**src/rtl/lsu_pkg.sv**
```systemverilog
// Shared types and helpers for the load/store unit memory controller.
package lsu_pkg;

  localparam int WORD_W = 32;

  typedef enum logic [2:0] {
    IDLE,
    READ,
    RMW_READ,
    WRITE,
    RESP
  } state_t;

  localparam logic [1:0] SZ_BYTE = 2'b00;
  localparam logic [1:0] SZ_HALF = 2'b01;
  localparam logic [1:0] SZ_WORD = 2'b10;

  // Illegal size is always an error; misalignment only when checking is enabled.
  function automatic logic access_err(input logic [1:0] size, input logic [1:0] lo,
                                      input logic check);
    access_err = (size == 2'b11) ||
                 (check && (((size == SZ_HALF) && lo[0]) ||
                            ((size == SZ_WORD) && (lo != 2'b00))));
  endfunction

  function automatic logic [1:0] force_align(input logic [1:0] size, input logic [1:0] lo);
    case (size)
      SZ_HALF: force_align = {lo[1], 1'b0};
      SZ_WORD: force_align = 2'b00;
      default: force_align = lo;
    endcase
  endfunction

endpackage

```
**src/rtl/lsu_lane_align.sv**
```systemverilog
// Byte-lane steering: extract/extend a load lane, or merge store data into an old word.
// Purely combinational; little-endian lanes selected by the low address bits.
module lsu_lane_align
  import lsu_pkg::*;
(
  input  logic [WORD_W-1:0] rd_word,
  input  logic [1:0]        offset,
  input  logic [1:0]        size,
  input  logic              is_signed,
  input  logic [WORD_W-1:0] wdata,
  output logic [WORD_W-1:0] load_data,
  output logic [WORD_W-1:0] merged
);

  logic [7:0]  byte_lane;
  logic [15:0] half_lane;

  always_comb begin
    byte_lane = rd_word[{offset, 3'b000} +: 8];
    half_lane = rd_word[{offset[1], 4'b0000} +: 16];
    load_data = rd_word;
    merged    = wdata;
    case (size)
      SZ_BYTE: begin
        load_data = {{24{is_signed & byte_lane[7]}}, byte_lane};
        merged    = rd_word;
        merged[{offset, 3'b000} +: 8] = wdata[7:0];
      end
      SZ_HALF: begin
        load_data = {{16{is_signed & half_lane[15]}}, half_lane};
        merged    = rd_word;
        merged[{offset[1], 4'b0000} +: 16] = wdata[15:0];
      end
      default: ;
    endcase
  end

endmodule

```
**src/rtl/lsu_mem_ctrl.sv**
```systemverilog
// Core-side load/store initiator for a word-only data memory; sub-word stores use read-modify-write.
// Latency (MEM_LAT=1): load/word store 2, sub-word store 3, error 1; req_ready low until back in IDLE.
module lsu_mem_ctrl
  import lsu_pkg::*;
#(
  parameter int MEM_LAT     = 1,
  parameter bit CHECK_ALIGN = 1
) (
  input  logic              clk,
  input  logic              rst_n,
  input  logic              req_valid,
  output logic              req_ready,
  input  logic              req_write,
  input  logic [1:0]        req_size,
  input  logic              req_signed,
  input  logic [WORD_W-1:0] req_addr,
  input  logic [WORD_W-1:0] req_wdata,
  output logic              resp_valid,
  output logic [WORD_W-1:0] resp_rdata,
  output logic              resp_err,
  output logic [WORD_W-1:0] memAddress,
  output logic [WORD_W-1:0] memWriteData,
  output logic              memRead,
  output logic              memWrite,
  input  logic [WORD_W-1:0] memReadData
);

  localparam int CW = (MEM_LAT > 1) ? $clog2(MEM_LAT) : 1;
  localparam logic [CW-1:0] LAST = CW'(MEM_LAT - 1);

  state_t            state;
  logic [WORD_W-1:0] addr_q;
  logic [WORD_W-1:0] wdata_q;
  logic [1:0]        size_q;
  logic              write_q;
  logic              signed_q;
  logic [CW-1:0]     cnt_q;
  logic [WORD_W-1:0] load_data;
  logic [WORD_W-1:0] merged;

  assign req_ready = (state == IDLE);

  lsu_lane_align u_align (
    .rd_word  (memReadData),
    .offset   (addr_q[1:0]),
    .size     (size_q),
    .is_signed(signed_q),
    .wdata    (wdata_q),
    .load_data(load_data),
    .merged   (merged)
  );

  always_ff @(posedge clk or negedge rst_n) begin
    if (!rst_n) begin
      state        <= IDLE;
      addr_q       <= '0;
      wdata_q      <= '0;
      size_q       <= '0;
      write_q      <= 1'b0;
      signed_q     <= 1'b0;
      cnt_q        <= '0;
      resp_valid   <= 1'b0;
      resp_rdata   <= '0;
      resp_err     <= 1'b0;
      memAddress   <= '0;
      memWriteData <= '0;
      memRead      <= 1'b0;
      memWrite     <= 1'b0;
    end else begin
      resp_valid <= 1'b0;
      resp_rdata <= '0;
      resp_err   <= 1'b0;
      case (state)
        IDLE: begin
          if (req_valid) begin
            addr_q     <= {req_addr[WORD_W-1:2],
                           CHECK_ALIGN ? req_addr[1:0] : force_align(req_size, req_addr[1:0])};
            wdata_q    <= req_wdata;
            size_q     <= req_size;
            write_q    <= req_write;
            signed_q   <= req_signed;
            cnt_q      <= '0;
            memAddress <= {req_addr[WORD_W-1:2], 2'b00};
            if (access_err(req_size, req_addr[1:0], CHECK_ALIGN)) begin
              state      <= RESP;
              resp_valid <= 1'b1;
              resp_err   <= 1'b1;
            end else if (!req_write) begin
              state   <= READ;
              memRead <= 1'b1;
            end else if (req_size == SZ_WORD) begin
              state        <= WRITE;
              memWrite     <= 1'b1;
              memWriteData <= req_wdata;
            end else begin
              state   <= RMW_READ;
              memRead <= 1'b1;
            end
          end
        end
        READ, RMW_READ: begin
          // memReadData is consumed on the edge that ends the last wait cycle.
          if (cnt_q == LAST) begin
            cnt_q   <= '0;
            memRead <= 1'b0;
            if (write_q) begin
              state        <= WRITE;
              memWrite     <= 1'b1;
              memWriteData <= merged;
            end else begin
              state      <= RESP;
              resp_valid <= 1'b1;
              resp_rdata <= load_data;
            end
          end else begin
            cnt_q <= cnt_q + CW'(1);
          end
        end
        WRITE: begin
          memWrite   <= 1'b0;
          state      <= RESP;
          resp_valid <= 1'b1;
        end
        RESP: begin
          state        <= IDLE;
          memAddress   <= '0;
          memWriteData <= '0;
        end
        default: state <= IDLE;
      endcase
    end
  end

endmodule

```
**config.mk**
```make
export PLATFORM = sky130hd
export DESIGN_NAME = lsu_mem_ctrl
export DESIGN_NICKNAME = d
export VERILOG_FILES = /design/src/rtl/lsu_pkg.sv /design/src/rtl/lsu_lane_align.sv /design/src/rtl/lsu_mem_ctrl.sv
export SDC_FILE = /design/constraint.sdc
export NUM_CORES = 1
export LEC_CHECK = 0
export BUFFER_PORTS_ARGS = -buffer_cell sky130_fd_sc_hd__buf_2
export CORE_AREA = 2 2 133 135
export DETAILED_ROUTE_END_ITERATION = 8
export DIE_AREA = 0 0 135 137
export PLACE_DENSITY = 0.75
export SLEW_MARGIN = 20
export SYNTH_ARGS = -nofsm -noshare
export SYNTH_HDL_FRONTEND = slang
export SYNTH_SLANG_ARGS = --single-unit
```
**constraint.sdc**
```tcl
create_clock -name clk -period 3.5 [get_ports clk]
set_input_delay 0.7 -clock clk [delete_from_list [all_inputs] [get_ports clk]]
set_output_delay 0.7 -clock clk [all_outputs]
set_load 0.02 [all_outputs]
```
Word-level counts from Yosys, hierarchy flattened
Cells that the tools add are included.
{"block": "word_totals", "ff_bits": 142, "input_bits": 103, "out_inout_bits": 101, "wordCells": 104}
{"block": "classes", "addsub": 3, "n_eq_ne": 15, "n_shift": 6, "mux": 45, "bitwise": 2, "n_reduce_logical": 19}
{"operator": "$mux 32", "count": 10}
{"operator": "$pmux 32 s2", "count": 3}
{"operator": "$pmux 32 s3", "count": 1}
{"operator": "$bwmux 32", "count": 2}
{"operator": "$shift 16x7->32 const A", "count": 1}
{"operator": "$shift 8x7->32 const A", "count": 1}
{"operator": "$shiftx 16x7->32", "count": 1}
{"operator": "$shiftx 32x6->16", "count": 1}
{"operator": "$shiftx 32x6->8", "count": 1}
{"operator": "$shiftx 8x7->32", "count": 1}
{"operator": "$mux 1", "count": 19}
{"operator": "$neg 5->7", "count": 2}
{"operator": "$reduce_and 7->1", "count": 2}
{"operator": "$mux 3", "count": 4}
{"operator": "$pmux 3 s3", "count": 1}
{"operator": "$ne 2x2->1 const B", "count": 4}
{"operator": "$reduce_and 2->1", "count": 4}
{"operator": "$eq 3x2->1 const B", "count": 2}
{"operator": "$pmux 1 s3", "count": 2}
{"operator": "$reduce_bool 2->1", "count": 3}
{"operator": "$reduce_bool 3->1", "count": 2}
{"operator": "$reduce_and 5->1", "count": 1}
{"operator": "$eq 2x1->1 const B", "count": 2}
{"operator": "$eq 2x2->1 const B", "count": 2}
{"operator": "13 further kinds", "count": 18}

Longest topological paths before layout
{"block": "logic_depth", "ltp_word": 7, "mapped_depth": 11, "ltp_nobuf": 6}

Cells and area by module
Synthesis repeated with hierarchy kept, for this count alone.
{"block": "unflattened", "cells_unflattened": 774, "area_unflattened_um2": 7793.7}
{"module": "lsu_mem_ctrl", "n_inst": 1, "cells_each": 480, "area_per_inst_um2": 5846.9}
{"module": "lsu_lane_align", "n_inst": 1, "cells_each": 294, "area_per_inst_um2": 1946.9}

Worst setup path after synthesis
Ideal clock, no wire load.
{"block": "synth_timing", "path_type": "register to register", "start": "register addr_q[1]", "end": "register memWriteData[7]", "setup_ps": 82, "arrival_ps": 2454, "path_slack_ps": 964, "stages_incl_launch_ff": 12, "path_buffers": 5, "period_less_slack_ps": 2536, "path_cell_list": "dfrtp_1 buf_2 buf_4 buf_2 inv_1 ha_1 clkbuf_1 or3b_2 clkbuf_1 nand3_1 o2111ai_1 a31oi_1"}
{"block": "synth_between", "elab_chain_cells": 7, "elab_cells_between_ends": 12, "cone_classes": "add/sub: 2; shift: 4; mux: 6"}
{"item": "from (decl)", "line": "lsu_mem_ctrl.sv:32", "rtl": "logic [WORD_W-1:0] addr_q;"}
{"item": "from (signal assigned)", "line": "lsu_mem_ctrl.sv:76", "rtl": "addr_q <= {req_addr[WORD_W-1:2],"}
{"item": "$neg 5->7, on equally long branches", "line": "lsu_lane_align.sv:32, lsu_lane_align.sv:27"}
{"item": "$shiftx 16x7->32, or another cell as far along", "line": "lsu_lane_align.sv:32", "rtl": "merged[{offset[1], 4'b0000} +: 16] = wdata[15:0];"}
{"item": "$bwmux 32, on equally long branches", "line": "lsu_lane_align.sv:32, lsu_lane_align.sv:27"}
{"item": "$pmux 32 s2 (*)", "line": "lsu_lane_align.sv:23", "rtl": "case (size)"}
{"item": "$mux 32 (*)", "line": "lsu_mem_ctrl.sv:106", "rtl": "if (write_q) begin"}
{"item": "$mux 32 (*)", "line": "lsu_mem_ctrl.sv:103", "rtl": "if (cnt_q == LAST) begin"}
{"item": "$pmux 32 s3 (*)", "line": "lsu_mem_ctrl.sv:73", "rtl": "case (state)"}
{"item": "to (signal assigned)", "line": "lsu_mem_ctrl.sv:94", "rtl": "memWriteData <= req_wdata;"}
{"item": "to (signal assigned)", "line": "lsu_mem_ctrl.sv:109", "rtl": "memWriteData <= merged;"}
{"item": "to (decl)", "line": "lsu_mem_ctrl.sv:22", "rtl": "output logic [WORD_W-1:0] memWriteData,"}
Every way passes the cells marked *; elsewhere a longest branch is shown, timed or not. The select of a mux whose other input is x is not followed.
A chain may end at the register's enable or synchronous reset.

Worst setup path after layout
{"block": "layout_timing", "start": "register state[0]", "end": "register wdata_q[25]"}
{"block": "layout_between", "elab_chain_cells": 2}
{"item": "from (decl)", "line": "lsu_mem_ctrl.sv:31", "rtl": "state_t state;"}
{"item": "from (signal assigned)", "line": "lsu_mem_ctrl.sv:55", "rtl": "state <= IDLE;"}
{"item": "from (signal assigned)", "line": "lsu_mem_ctrl.sv:85", "rtl": "state <= RESP;"}
{"item": "from (signal assigned)", "line": "lsu_mem_ctrl.sv:89", "rtl": "state <= READ;"}
{"item": "$logic_not 3->1", "line": "lsu_mem_ctrl.sv:73"}
{"item": "$reduce_and 2->1 (no line)"}
{"item": "to (signal assigned)", "line": "lsu_mem_ctrl.sv:78", "rtl": "wdata_q <= req_wdata;"}
{"item": "to (decl)", "line": "lsu_mem_ctrl.sv:33", "rtl": "logic [WORD_W-1:0] wdata_q;"}
No other way between the ends.

==> results.ini <==
[outcome]
outcome = complete, no violations

[yosys]
synth_cells = 723
ys_seq_elements = 139
synth_edf_count = 0
yosysWarnings = 0
synth-async-reset-ratio_pct = 100
syn-cell-area_mm2 = 0.00752
synth_flop_cell = dfrtp_1
synth.distinct_cells = 63
synth_area_per_cell_um2 = 10.4
yosysSeqAreaShare_pct = 46.3

[floorplan]
die_w_um = 135
die-area_mm2 = 0.0185
core_mm2 = 0.0171
start_util_pct = 44.1
io_pins = 204
dieHeight_um = 137
rows = 48

[cts]
cts_buffer_depth = 2
cts_tree = built
cts.htree.levels = 4
cts_buffers = 17
worstSkewPairLatency_ps = 430
hold_buffers = 0
clk_pin_slew_ps = 60
cts.repair.resized = 0
cts.sinks = 139
post_cts_buffers = 0
root_buffer = clkbuf_16

[detailed_routing]
vias = 6634
ant_nets = 0
vias_per_cell = 5.91
post_drt_wl_per_cell_um = 20.4
wirelength_um = 22900
drc = 0
first_iter_violations = 489
dr.pass1.iters = 7

[worst_setup_path]
arrival_ps = 2890
crit_path_end_kind = register
reg2reg_from = state[0]
reg2reg_to = wdata_q[25]
r2r_cells = 5
path_class = register to register
crit_fanout = 37
cp.required_ps = 3800
r2r_slack_ps = 910
setup.worst_path.start_class = register

[layout]
seq_area_mm2 = 0.00348
layout_common_cells = buf_2, dfrtp_1, nand2_1
nNetsFinal = 992
area_delta_synth_final_pct = 22.5
final_area_mm2 = 0.00921
fillers = 1551
final_common_cell = buf_2
diodes = 0
drive_above_1_share_pct = 35.2
multiInputGateArea_mm2 = 0.00365

[timing]
final.min_clock_period_ps = 2590
slew_headroom_pct = 30.8
period_share_pct = 73.9
max_freq_mhz = 387
clock_skew_ps = 13.8
tightest_slew_ps = 1040
setup_viol = 0
whs_ps = 242
finalHoldViolCount = 0
finalMaxSlewViolations = 0
finalSetupTns_ps = 0
rsz0062_at_grt = no

[global_routing]
grt_pass1_wl_um = 35800
grt_max_degree = 80
track_usage_pct = 25.5
grt_pass1_vias = 6388
grt_overflow = 0
antenna_found_initial = 0

[place]
place_area_mm2 = 0.00860
dp_hpwl_um = 16200
routabilityCongestion = 0.960
port_buffers = 201

[power_and_ir_drop]
power_leakage_uw = 0.00418
pwr_density_cell_mw_per_mm2 = 1070
ir_drop_mv = 0.624

[job]
max_cap_viol_count = 0

[min_path]
min_path_type = input port to asynchronous set/reset pin

-- where the power goes --
group,leakage [uW],total [uW],switching (uW),internal [uW]
Combinational,0.00215,4930,2960,1970
Sequential,0.00173,3050,729,2320
Clock,0.000297,1850,695,1160
Total,0.00418,9830,4390,5440
-- critical path, stage by stage, from the launching register on --
cell and delay (ps):
dfrtp_1 540, nor2_1 440, nand2_1 200, nor2_4 570
buf_12 300, mux2_2 370
-- per-layer routing --
layer | share of wire, % | GRT usage [%] | vias up
met4 | 3.2 | 11.0 | 0
met2 | 48 | 40.7 | 348
met5 | 0 | 0 | -
li1 | - | - | 3051
met1 | 40 | 32.9 | 3185
met3 | 8.6 | 6.70 | 50
-- worst max-delay path by stage --
stage           startpoint               end  slack [ps]
6_report          state[0]       wdata_q[25]         910
5_1_grt           state[0]       wdata_q[17]         690
4_1_cts           state[1]       wdata_q[17]         970
3_5_place_dp   req_size[0]   memWriteData[0]         870
3_3_place_gp   req_size[0]  memWriteData[23]         920
2_1_floorplan    addr_q[1]   memWriteData[7]         960
-- final cells by class --
cell class / count / area share (%)
Clock buffer: 21 / 5.00
Multi-Input combinational cell: 497 / 39.6
Sequential cell: 139 / 37.8
Clock inverter: 11 / 1.56
Timing Repair Buffer: 214 / 12.3
Inverter: 15 / 0.611
Tap cell: 225 / 3.06
-- registers in the layout, summed over array words and instances (netlist names) --
register and cells:
addr_q 2, memAddress 30, memRead 1, memWrite 1
memWriteData 32, resp_err 1, resp_rdata 32, resp_valid 1
signed_q 1, size_q 2, state 3, wdata_q 32
write_q 1
-- logic make-up (layout without fill, tap and decap cells) --
| logic type | count (synthesis) | count (layout) | share of synthesized area, % |
|---|---|---|---|
| AOI/OAI and AO/OA | 221 | 221 | 21.8 |
| xor gates and xnor gates | 2 | 2 | 0.233 |
| adders and majority gates | 5 | 5 | 0.832 |
| buffers and inverters | 88 | 261 | 5.59 |
| DFF | 139 | 139 | 46.3 |
| muxes | 66 | 66 | 10.3 |
| other | 1 | 2 | 0.0499 |
| and+or+nand+nor | 201 | 201 | 14.9 |
-- cells in the mapped netlist (4+ instances only) --
master | number | area [um2]
a32oi_1 | 9 | 78.8
o22a_1 | 9 | 78.8
a32o_1 | 4 | 40.0
a21o_1 | 4 | 30.0
a221oi_1 | 8 | 70.1
nor3_2 | 10 | 100
a21oi_1 | 20 | 100
o2111ai_1 | 6 | 52.6
nand4b_1 | 8 | 70.1
nand3_1 | 13 | 65.1
nand2_1 | 54 | 203
nor2_1 | 9 | 33.8
a22o_1 | 31 | 272
buf_6 | 5 | 56.3
nand2b_1 | 13 | 81.3
a31oi_1 | 31 | 194
ha_1 | 5 | 62.6
buf_1 | 4 | 15.0
inv_1 | 14 | 52.6
a22oi_1 | 8 | 60.1
o21ai_0 | 42 | 210
o2bb2ai_1 | 16 | 140
nor2b_1 | 24 | 150
mux2_2 | 39 | 439
nor3_1 | 43 | 215
buf_4 | 5 | 37.5
o22ai_1 | 6 | 37.5
dfrtp_1 | 139 | 3480
mux2i_1 | 22 | 220
buf_2 | 27 | 135
and3_1 | 4 | 25.0
nand4_1 | 8 | 50.1
clkbuf_1 | 32 | 120
mux4_2 | 5 | 113
a2111oi_2 | 4 | 60.1
-- through the flow --
step                      power [uW]  util, %  worst slack, ps  instances
final                           9830     54.0              914       1122
after floorplan                 6590        -              964        724
after detailed placement        7950     50.4              875       1090
after global routing           10500     54.0              693       1122
after global placement          7840     50.4              915       1090
after CTS                       9820     53.9              972       1122
Power figures use the tool's default switching activity.
